### src/rtl/fp_add_arbiter_if.sv
// Bus bundle between the FPU front-ends, the fp_add_arbiter and the shared fp_add unit.
// The slave modport is the arbiter's view; the master modport is the surrounding environment's view.
interface fp_add_arbiter_if #(
    parameter int N   = 4,
    parameter int W   = 32,
    parameter int IDW = 2
);
    logic [N-1:0]   req_valid;
    logic [N-1:0]   req_ready;
    logic [N*W-1:0] req_a;
    logic [N*W-1:0] req_b;
    logic [N*3-1:0] req_rm;

    logic           rsp_valid;
    logic           rsp_ready;
    logic [IDW-1:0] rsp_id;
    logic [W-1:0]   rsp_data;
    logic [3:0]     rsp_flags;

    logic [W-1:0]   fu_in1;
    logic [W-1:0]   fu_in2;
    logic [2:0]     fu_rm;
    logic           fu_act;
    logic [W-1:0]   fu_out;
    logic           fu_ov;
    logic           fu_un;
    logic           fu_inv;
    logic           fu_inexact;
    logic           fu_done;

    logic           busy;

    modport slave (
        input  req_valid, req_a, req_b, req_rm, rsp_ready,
        input  fu_out, fu_ov, fu_un, fu_inv, fu_inexact, fu_done,
        output req_ready, rsp_valid, rsp_id, rsp_data, rsp_flags,
        output fu_in1, fu_in2, fu_rm, fu_act, busy
    );

    modport master (
        output req_valid, req_a, req_b, req_rm, rsp_ready,
        output fu_out, fu_ov, fu_un, fu_inv, fu_inexact, fu_done,
        input  req_ready, rsp_valid, rsp_id, rsp_data, rsp_flags,
        input  fu_in1, fu_in2, fu_rm, fu_act, busy
    );
endinterface

### src/rtl/fp_add_arbiter.sv
// Round-robin sequencer sharing one fixed-latency fp_add among N requesters.
// Handshakes: a transfer happens on a clock edge where valid and ready are both high; valid never waits on ready.
module fp_add_arbiter #(
    parameter int N   = 4,
    parameter int W   = 32,
    parameter int LAT = 2,
    parameter int IDW = 2
) (
    input  logic                clk,
    input  logic                rst,
    fp_add_arbiter_if.slave     bus,
    output logic [1:0]          state_o
);

    typedef enum logic [1:0] {
        IDLE = 2'd0,
        EXEC = 2'd1,
        RESP = 2'd2
    } state_e;

    localparam int CW = $clog2(LAT + 1);

    state_e         state_q, state_d;
    logic [IDW-1:0] rr_ptr_q, rr_ptr_d;
    logic [IDW-1:0] id_q, id_d;
    logic [CW-1:0]  cnt_q, cnt_d;
    logic [W-1:0]   op_a_q, op_a_d;
    logic [W-1:0]   op_b_q, op_b_d;
    logic [2:0]     op_rm_q, op_rm_d;
    logic           rsp_valid_q, rsp_valid_d;
    logic [IDW-1:0] rsp_id_q, rsp_id_d;
    logic [W-1:0]   rsp_data_q, rsp_data_d;
    logic [3:0]     rsp_flags_q, rsp_flags_d;

    logic [W-1:0]   a_arr  [N];
    logic [W-1:0]   b_arr  [N];
    logic [2:0]     rm_arr [N];
    logic           pick_found;
    logic [IDW-1:0] pick_id;
    logic [IDW-1:0] jj;
    logic [N-1:0]   req_ready_c;
    logic           unused_fu_done;

    assign unused_fu_done = bus.fu_done;

    always_comb begin
        for (int i = 0; i < N; i++) begin
            a_arr[i]  = bus.req_a[i*W +: W];
            b_arr[i]  = bus.req_b[i*W +: W];
            rm_arr[i] = bus.req_rm[i*3 +: 3];
        end
    end

    // Search starts one past the last winner so every holder is served within N-1 grants.
    always_comb begin
        pick_found = 1'b0;
        pick_id    = '0;
        jj         = '0;
        for (int k = 1; k <= N; k++) begin
            jj = IDW'((int'(rr_ptr_q) + k) % N);
            if (!pick_found && bus.req_valid[jj]) begin
                pick_found = 1'b1;
                pick_id    = jj;
            end
        end
    end

    always_comb begin
        state_d     = state_q;
        rr_ptr_d    = rr_ptr_q;
        id_d        = id_q;
        cnt_d       = cnt_q;
        op_a_d      = op_a_q;
        op_b_d      = op_b_q;
        op_rm_d     = op_rm_q;
        rsp_valid_d = rsp_valid_q;
        rsp_id_d    = rsp_id_q;
        rsp_data_d  = rsp_data_q;
        rsp_flags_d = rsp_flags_q;
        req_ready_c = '0;
        case (state_q)
            IDLE: begin
                if (pick_found && rst) begin
                    req_ready_c = N'(1) << pick_id;
                    op_a_d      = a_arr[pick_id];
                    op_b_d      = b_arr[pick_id];
                    op_rm_d     = rm_arr[pick_id];
                    id_d        = pick_id;
                    rr_ptr_d    = pick_id;
                    cnt_d       = '0;
                    state_d     = EXEC;
                end
            end
            EXEC: begin
                cnt_d = cnt_q + CW'(1);
                if (cnt_q == CW'(LAT)) begin
                    rsp_data_d  = bus.fu_out;
                    rsp_flags_d = {bus.fu_ov, bus.fu_un, bus.fu_inv, bus.fu_inexact};
                    rsp_id_d    = id_q;
                    rsp_valid_d = 1'b1;
                    state_d     = RESP;
                end
            end
            RESP: begin
                if (bus.rsp_ready) begin
                    rsp_valid_d = 1'b0;
                    state_d     = IDLE;
                end
            end
            default: state_d = IDLE;
        endcase
    end

    always_ff @(posedge clk or negedge rst) begin
        if (!rst) begin
            state_q     <= IDLE;
            rr_ptr_q    <= IDW'(N - 1);
            id_q        <= '0;
            cnt_q       <= '0;
            op_a_q      <= '0;
            op_b_q      <= '0;
            op_rm_q     <= '0;
            rsp_valid_q <= 1'b0;
            rsp_id_q    <= '0;
            rsp_data_q  <= '0;
            rsp_flags_q <= '0;
        end else begin
            state_q     <= state_d;
            rr_ptr_q    <= rr_ptr_d;
            id_q        <= id_d;
            cnt_q       <= cnt_d;
            op_a_q      <= op_a_d;
            op_b_q      <= op_b_d;
            op_rm_q     <= op_rm_d;
            rsp_valid_q <= rsp_valid_d;
            rsp_id_q    <= rsp_id_d;
            rsp_data_q  <= rsp_data_d;
            rsp_flags_q <= rsp_flags_d;
        end
    end

    // The adder has combinational paths to its output, so its inputs come straight from held registers.
    assign bus.fu_in1    = op_a_q;
    assign bus.fu_in2    = op_b_q;
    assign bus.fu_rm     = op_rm_q;
    assign bus.fu_act    = (state_q == EXEC);
    assign bus.busy      = (state_q != IDLE);
    assign bus.req_ready = req_ready_c;
    assign bus.rsp_valid = rsp_valid_q;
    assign bus.rsp_id    = rsp_id_q;
    assign bus.rsp_data  = rsp_data_q;
    assign bus.rsp_flags = rsp_flags_q;
    assign state_o       = state_q;

endmodule

### src/flat_wrapper.sv
// flat-port wrapper written by rule: the top's interface ports become plain ports
module fp_add_arbiter_flat 
#(
    parameter int N   = 4,
    parameter int W   = 32,
    parameter int LAT = 2,
    parameter int IDW = 2
)
  (clk, rst, state_o, bus_req_valid, bus_req_a, bus_req_b, bus_req_rm, bus_rsp_ready, bus_fu_out, bus_fu_ov, bus_fu_un, bus_fu_inv, bus_fu_inexact, bus_fu_done, bus_req_ready, bus_rsp_valid, bus_rsp_id, bus_rsp_data, bus_rsp_flags, bus_fu_in1, bus_fu_in2, bus_fu_rm, bus_fu_act, bus_busy);
  fp_add_arbiter_if #(.N(N), .W(W), .IDW(IDW)) bus_i ();
  input  logic clk;
  input  logic rst;
  output logic [1:0] state_o;
  input wire logic [$bits(bus_i.req_valid)-1:0] bus_req_valid;
  input wire logic [$bits(bus_i.req_a)-1:0] bus_req_a;
  input wire logic [$bits(bus_i.req_b)-1:0] bus_req_b;
  input wire logic [$bits(bus_i.req_rm)-1:0] bus_req_rm;
  input wire logic [$bits(bus_i.rsp_ready)-1:0] bus_rsp_ready;
  input wire logic [$bits(bus_i.fu_out)-1:0] bus_fu_out;
  input wire logic [$bits(bus_i.fu_ov)-1:0] bus_fu_ov;
  input wire logic [$bits(bus_i.fu_un)-1:0] bus_fu_un;
  input wire logic [$bits(bus_i.fu_inv)-1:0] bus_fu_inv;
  input wire logic [$bits(bus_i.fu_inexact)-1:0] bus_fu_inexact;
  input wire logic [$bits(bus_i.fu_done)-1:0] bus_fu_done;
  output wire logic [$bits(bus_i.req_ready)-1:0] bus_req_ready;
  output wire logic [$bits(bus_i.rsp_valid)-1:0] bus_rsp_valid;
  output wire logic [$bits(bus_i.rsp_id)-1:0] bus_rsp_id;
  output wire logic [$bits(bus_i.rsp_data)-1:0] bus_rsp_data;
  output wire logic [$bits(bus_i.rsp_flags)-1:0] bus_rsp_flags;
  output wire logic [$bits(bus_i.fu_in1)-1:0] bus_fu_in1;
  output wire logic [$bits(bus_i.fu_in2)-1:0] bus_fu_in2;
  output wire logic [$bits(bus_i.fu_rm)-1:0] bus_fu_rm;
  output wire logic [$bits(bus_i.fu_act)-1:0] bus_fu_act;
  output wire logic [$bits(bus_i.busy)-1:0] bus_busy;
  assign bus_i.req_valid = bus_req_valid;
  assign bus_i.req_a = bus_req_a;
  assign bus_i.req_b = bus_req_b;
  assign bus_i.req_rm = bus_req_rm;
  assign bus_i.rsp_ready = bus_rsp_ready;
  assign bus_i.fu_out = bus_fu_out;
  assign bus_i.fu_ov = bus_fu_ov;
  assign bus_i.fu_un = bus_fu_un;
  assign bus_i.fu_inv = bus_fu_inv;
  assign bus_i.fu_inexact = bus_fu_inexact;
  assign bus_i.fu_done = bus_fu_done;
  assign bus_req_ready = bus_i.req_ready;
  assign bus_rsp_valid = bus_i.rsp_valid;
  assign bus_rsp_id = bus_i.rsp_id;
  assign bus_rsp_data = bus_i.rsp_data;
  assign bus_rsp_flags = bus_i.rsp_flags;
  assign bus_fu_in1 = bus_i.fu_in1;
  assign bus_fu_in2 = bus_i.fu_in2;
  assign bus_fu_rm = bus_i.fu_rm;
  assign bus_fu_act = bus_i.fu_act;
  assign bus_busy = bus_i.busy;
  fp_add_arbiter #(.N(N), .W(W), .LAT(LAT), .IDW(IDW)) u_core (.clk(clk), .rst(rst), .bus(bus_i), .state_o(state_o));
endmodule
### config.mk
export PLATFORM = sky130hd
export DESIGN_NAME = fp_add_arbiter_flat
export DESIGN_NICKNAME = d
export VERILOG_FILES = /design/src/rtl/fp_add_arbiter_if.sv /design/src/rtl/fp_add_arbiter.sv /design/src/flat_wrapper.sv
export SDC_FILE = /design/constraint.sdc
export NUM_CORES = 1
export LEC_CHECK = 0
export CORE_AREA = 5 5 162 164
export CTS_CLUSTER_DIAMETER = 50
export DETAILED_ROUTE_END_ITERATION = 10
export DIE_AREA = 0 0 167 169
export GPL_TIMING_DRIVEN = 0
export PLACE_DENSITY_LB_ADDON = 0.05
export SYNTH_ARGS = -nofsm -noshare
export SYNTH_HDL_FRONTEND = slang
export SYNTH_SLANG_ARGS = --single-unit
### constraint.sdc
create_clock -name clk -period 5.1 [get_ports clk]
set_input_delay 1.02 -clock clk [delete_from_list [all_inputs] [get_ports clk]]
set_output_delay 1.02 -clock clk [all_outputs]
set_load 0.01 [all_outputs]
==> metrics.md <==
| Metric | Value |
|---|---|
| Worst endpoint data arrival time | `3.69 ns` |
| Startpoint types | `input pin` |
| CTS HTree Levels | `4` |
| Synth Area in Compound Gates | `25.95%` |
| Fill cell count | `2,376` |
| RSZ-0062 raised after global routing | `no` |
| Xor and xnor fraction of the mapped netlist area | `0%` |
| Ys async rst share | `100.0%` |
| Ratio of final minimum period to clock period | `92.29%` |
| Core footprint | `24,750 um2` |
| Maximum vdd drop | `0.1990 mV` |
| Hold Path Class | `reg2reg` |
| # resized after CTS | `0` |
| Mapped Area | `6828 um2` |
| Int Pwr | `3.944 mW` |
| Largest family of logic cells by synthesized area | `compound AO/OA/AOI/OAI gates` |
| Combinational Power Share | `53.2%` |
| Max-cap violations | `0` |
| Wire length per cell | `20.40 um` |
| Status | `complete, no violations` |
| Post-Syn Nets | `978` |
| Dominant synthesized flop cell | `dfrtp_1` |
| Fmax | `212.5 MHz` |
| Synth top area cells | `dfrtp_1 (41%), o211ai_2 (10%), mux2i_1 (10%)` |
| Layout cells sized above 1 | `15.42%` |
| Die Ht | `169 um` |
| Worst endpoint required time | `4.08 ns` |
| Relative max-transition margin | `51.41%` |
| Clk network pwr share | `21.5%` |
| DR vias | `6,888` |
| Root Buffer | `clkbuf_16` |
| Grt ovf | `0` |
| GRT Total Usage | `20.43%` |
| Mux contribution to synthesized area | `16.24%` |
| # IOs | `426` |
| Drt drc | `0` |
| Via/cell ratio | `4.734` |
| Clock Path Buffers | `2` |
| Gate Count Post-Synth | `665` |
| Sequential cell area | `2855 um2` |
| # port buffers | `424` |
| Clk pin slew, worst setup/hold paths | `0.05 ns` |
| Share of the yosys chip area belonging to registers | `41.82%` |
| CP cell instances | `clkdlybuf4s50_1 -> a21boi_1 -> o21bai_1 -> buf_4 -> clkbuf_1 -> nand2_1 -> nor2_1 -> clkdlybuf4s50_1` |
| First DRT Iteration DRCs | `329` |
| Die W | `167 um` |
| Setup TNS Final | `0 ns` |
| Synth warn | `0` |
| Synth top cells by count | `dfrtp_1 (112), nand2_1 (71), nand3_1 (69)` |
| Endpoints failing setup | `0` |
| Largest net degree at the start of global routing | `73` |
| Layout net count | `1,422` |
| Slowest stage delay, CP | `0.54 ns` |
| Starting density of the core | `27.59%` |
| Simple-gate share of the synthesized area | `10.45%` |
| Vias in the first global route | `7,290` |
| #FFs+latches synth | `114` |
| Number of antenna violations at the first check in global routing | `3` |
| Final Hold Fails | `0` |
| GPL Wtd Cong | `0.8005` |
| Avg Synthesized Cell Area | `10.27 um2` |
| Sequential share of power | `25.3%` |
| Total CTS buffers | `17` |
| Most used cell, CP | `clkdlybuf4s50_1` |
| Clk_lat worst skew | `0.42 ns` |
| TritonCTS clock tree | `yes` |
| Post-synth top area cell | `dfrtp_1` |
| Area delta synth->final | `78.28%` |
| Worst hold slack | `0.4773 ns` |
| Switching Share | `36.55%` |
| Slowest CP cell | `clkdlybuf4s50_1` |
| # hold bufs at CTS | `0` |
| Clk sinks | `114` |
| EDFF count, synth | `0` |
| Synth Area in Adders | `0.1833%` |
| Net Sw Power | `2.272 mW` |
| Hpwl dp | `23,360 um` |
| WL final | `29,680 um` |
| Cell family with most CP delay | `buffers and inverters` |
| Critical path endpoint category | `output pin` |
| Post-CTS Setup Repair Bufs | `0` |
| First-pass GRT wire length | `44,510 um` |
| FP Rows | `58` |
| Worst Skew | `0.01366 ns` |
| Crit path time final | `4.707 ns` |
| Actual slew at the worst max-slew pin | `0.7277 ns` |
| Pwr Density | `510.6 nW/um2` |
| Number of buffers and inverters on the critical path | `4` |
| Detailed-router iteration count before antenna repair | `5` |
| Max FO, Critical Path | `10` |
| DIE AREA | `28,220 um2` |
| Fin. max-slew vios | `0` |
| Multi-input logic area | `3606 um2` |
| Yosys top cell area share | `41.05%` |
| LEAKAGE | `5.092 nW` |
| Kind of critical path | `in2out` |
| Top-count cell post-synth | `dfrtp_1` |
| Cell variety after synth | `34` |
| Antenna Nets Post-Route | `0` |
## placed cells by master (no fill, tap or decap), types with 11 or more instances in the layout
cell type / count
mux2_2: 38
mux2i_1: 68
a21o_1: 68
clkbuf_16: 17
o21ai_0: 66
buf_2: 17
clkbuf_1: 27
o211ai_2: 56
nand2_1: 71
clkdlybuf4s50_1: 423
dfrtp_1: 112
nand3_1: 69
o211ai_1: 11
buf_4: 13
## final timing paths
path,depth (start not counted),slack (ns),start,end
min reg2reg,1,0.48,u_core.cnt_q[0],u_core.cnt_q[0]
max reg2reg,8,2.62,u_core.rr_ptr_q[1],u_core.bus.fu_in1[19]
min in group asynchronous,1,0.51,rst,u_core.bus.rsp_data[6]
max,8,0.39,bus_req_valid[3],bus_req_ready[2]
min,1,0.48,u_core.cnt_q[0],u_core.cnt_q[0]
max in group asynchronous,2,3.81,rst,u_core.rr_ptr_q[1]
## cell families after synthesis
logic type / Yosys count
AOI/OAI and AO/OA: 220
and+or+nand+nor: 157
DFF: 114
muxes: 106
buffers and inverters: 67
adders and majority gates: 1
## power groups by stage
stage | combinational [mW] | sequential, mW | clock (mW)
6_report | 3.31 | 1.57 | 1.34
5_1_grt | 3.58 | 1.63 | 1.41
4_1_cts | 3.38 | 1.58 | 1.37
3_5_place_dp | 3.37 | 1.58 | 0
3_3_place_gp | 3.35 | 1.58 | 0
2_1_floorplan | 1.54 | 1.77 | 0
## area by class of cell
type                       count  share of cell area (%)
timing repair buffer         425                   35.10
inverter                       4                  0.1233
clock inverter                13                   1.634
buffer                        63                   2.888
sequential                   114                   23.46
tap                          330                   3.392
antenna                        3                 0.06167
clock buffer                  19                   3.721
multi-input combinational    484                   29.62
## registers in the layout (all words and copies together) (netlist names)
register	flops
u_core.rr_ptr_q	2
u_core.cnt_q	2
u_core.bus.fu_rm	3
u_core.bus.fu_in1	32
u_core.bus.rsp_data	32
u_core.bus.rsp_flags	4
u_core.id_q	2
u_core.bus.rsp_valid	1
u_core.bus.fu_in2	32
u_core.bus.rsp_id	2
u_core.state_o	2
## metal layers
metal	track usage [%]	wire, um
met1	24.44	12070
met2	35.22	14820
met3	6.422	2270
met4	6.297	518
met5	0	0
## stage by stage
step | power (mW) | cells | utilization, % | instance area [um2] | worst slack [ns]
final | 6.216 | 1455 | 49.19 | 12170 | 0.3934
after global routing | 6.625 | 1455 | 49.19 | 12170 | 0.1080
after CTS | 6.320 | 1452 | 49.16 | 12170 | 0.2970
after detailed placement | 4.957 | 1420 | 46.53 | 11510 | 0.3071
after global placement | 4.933 | 1419 | 46.41 | 11480 | -3.783
after floorplan | 3.303 | 665 | - | 6828 | 1.880
(Power assumes the default switching activity.)
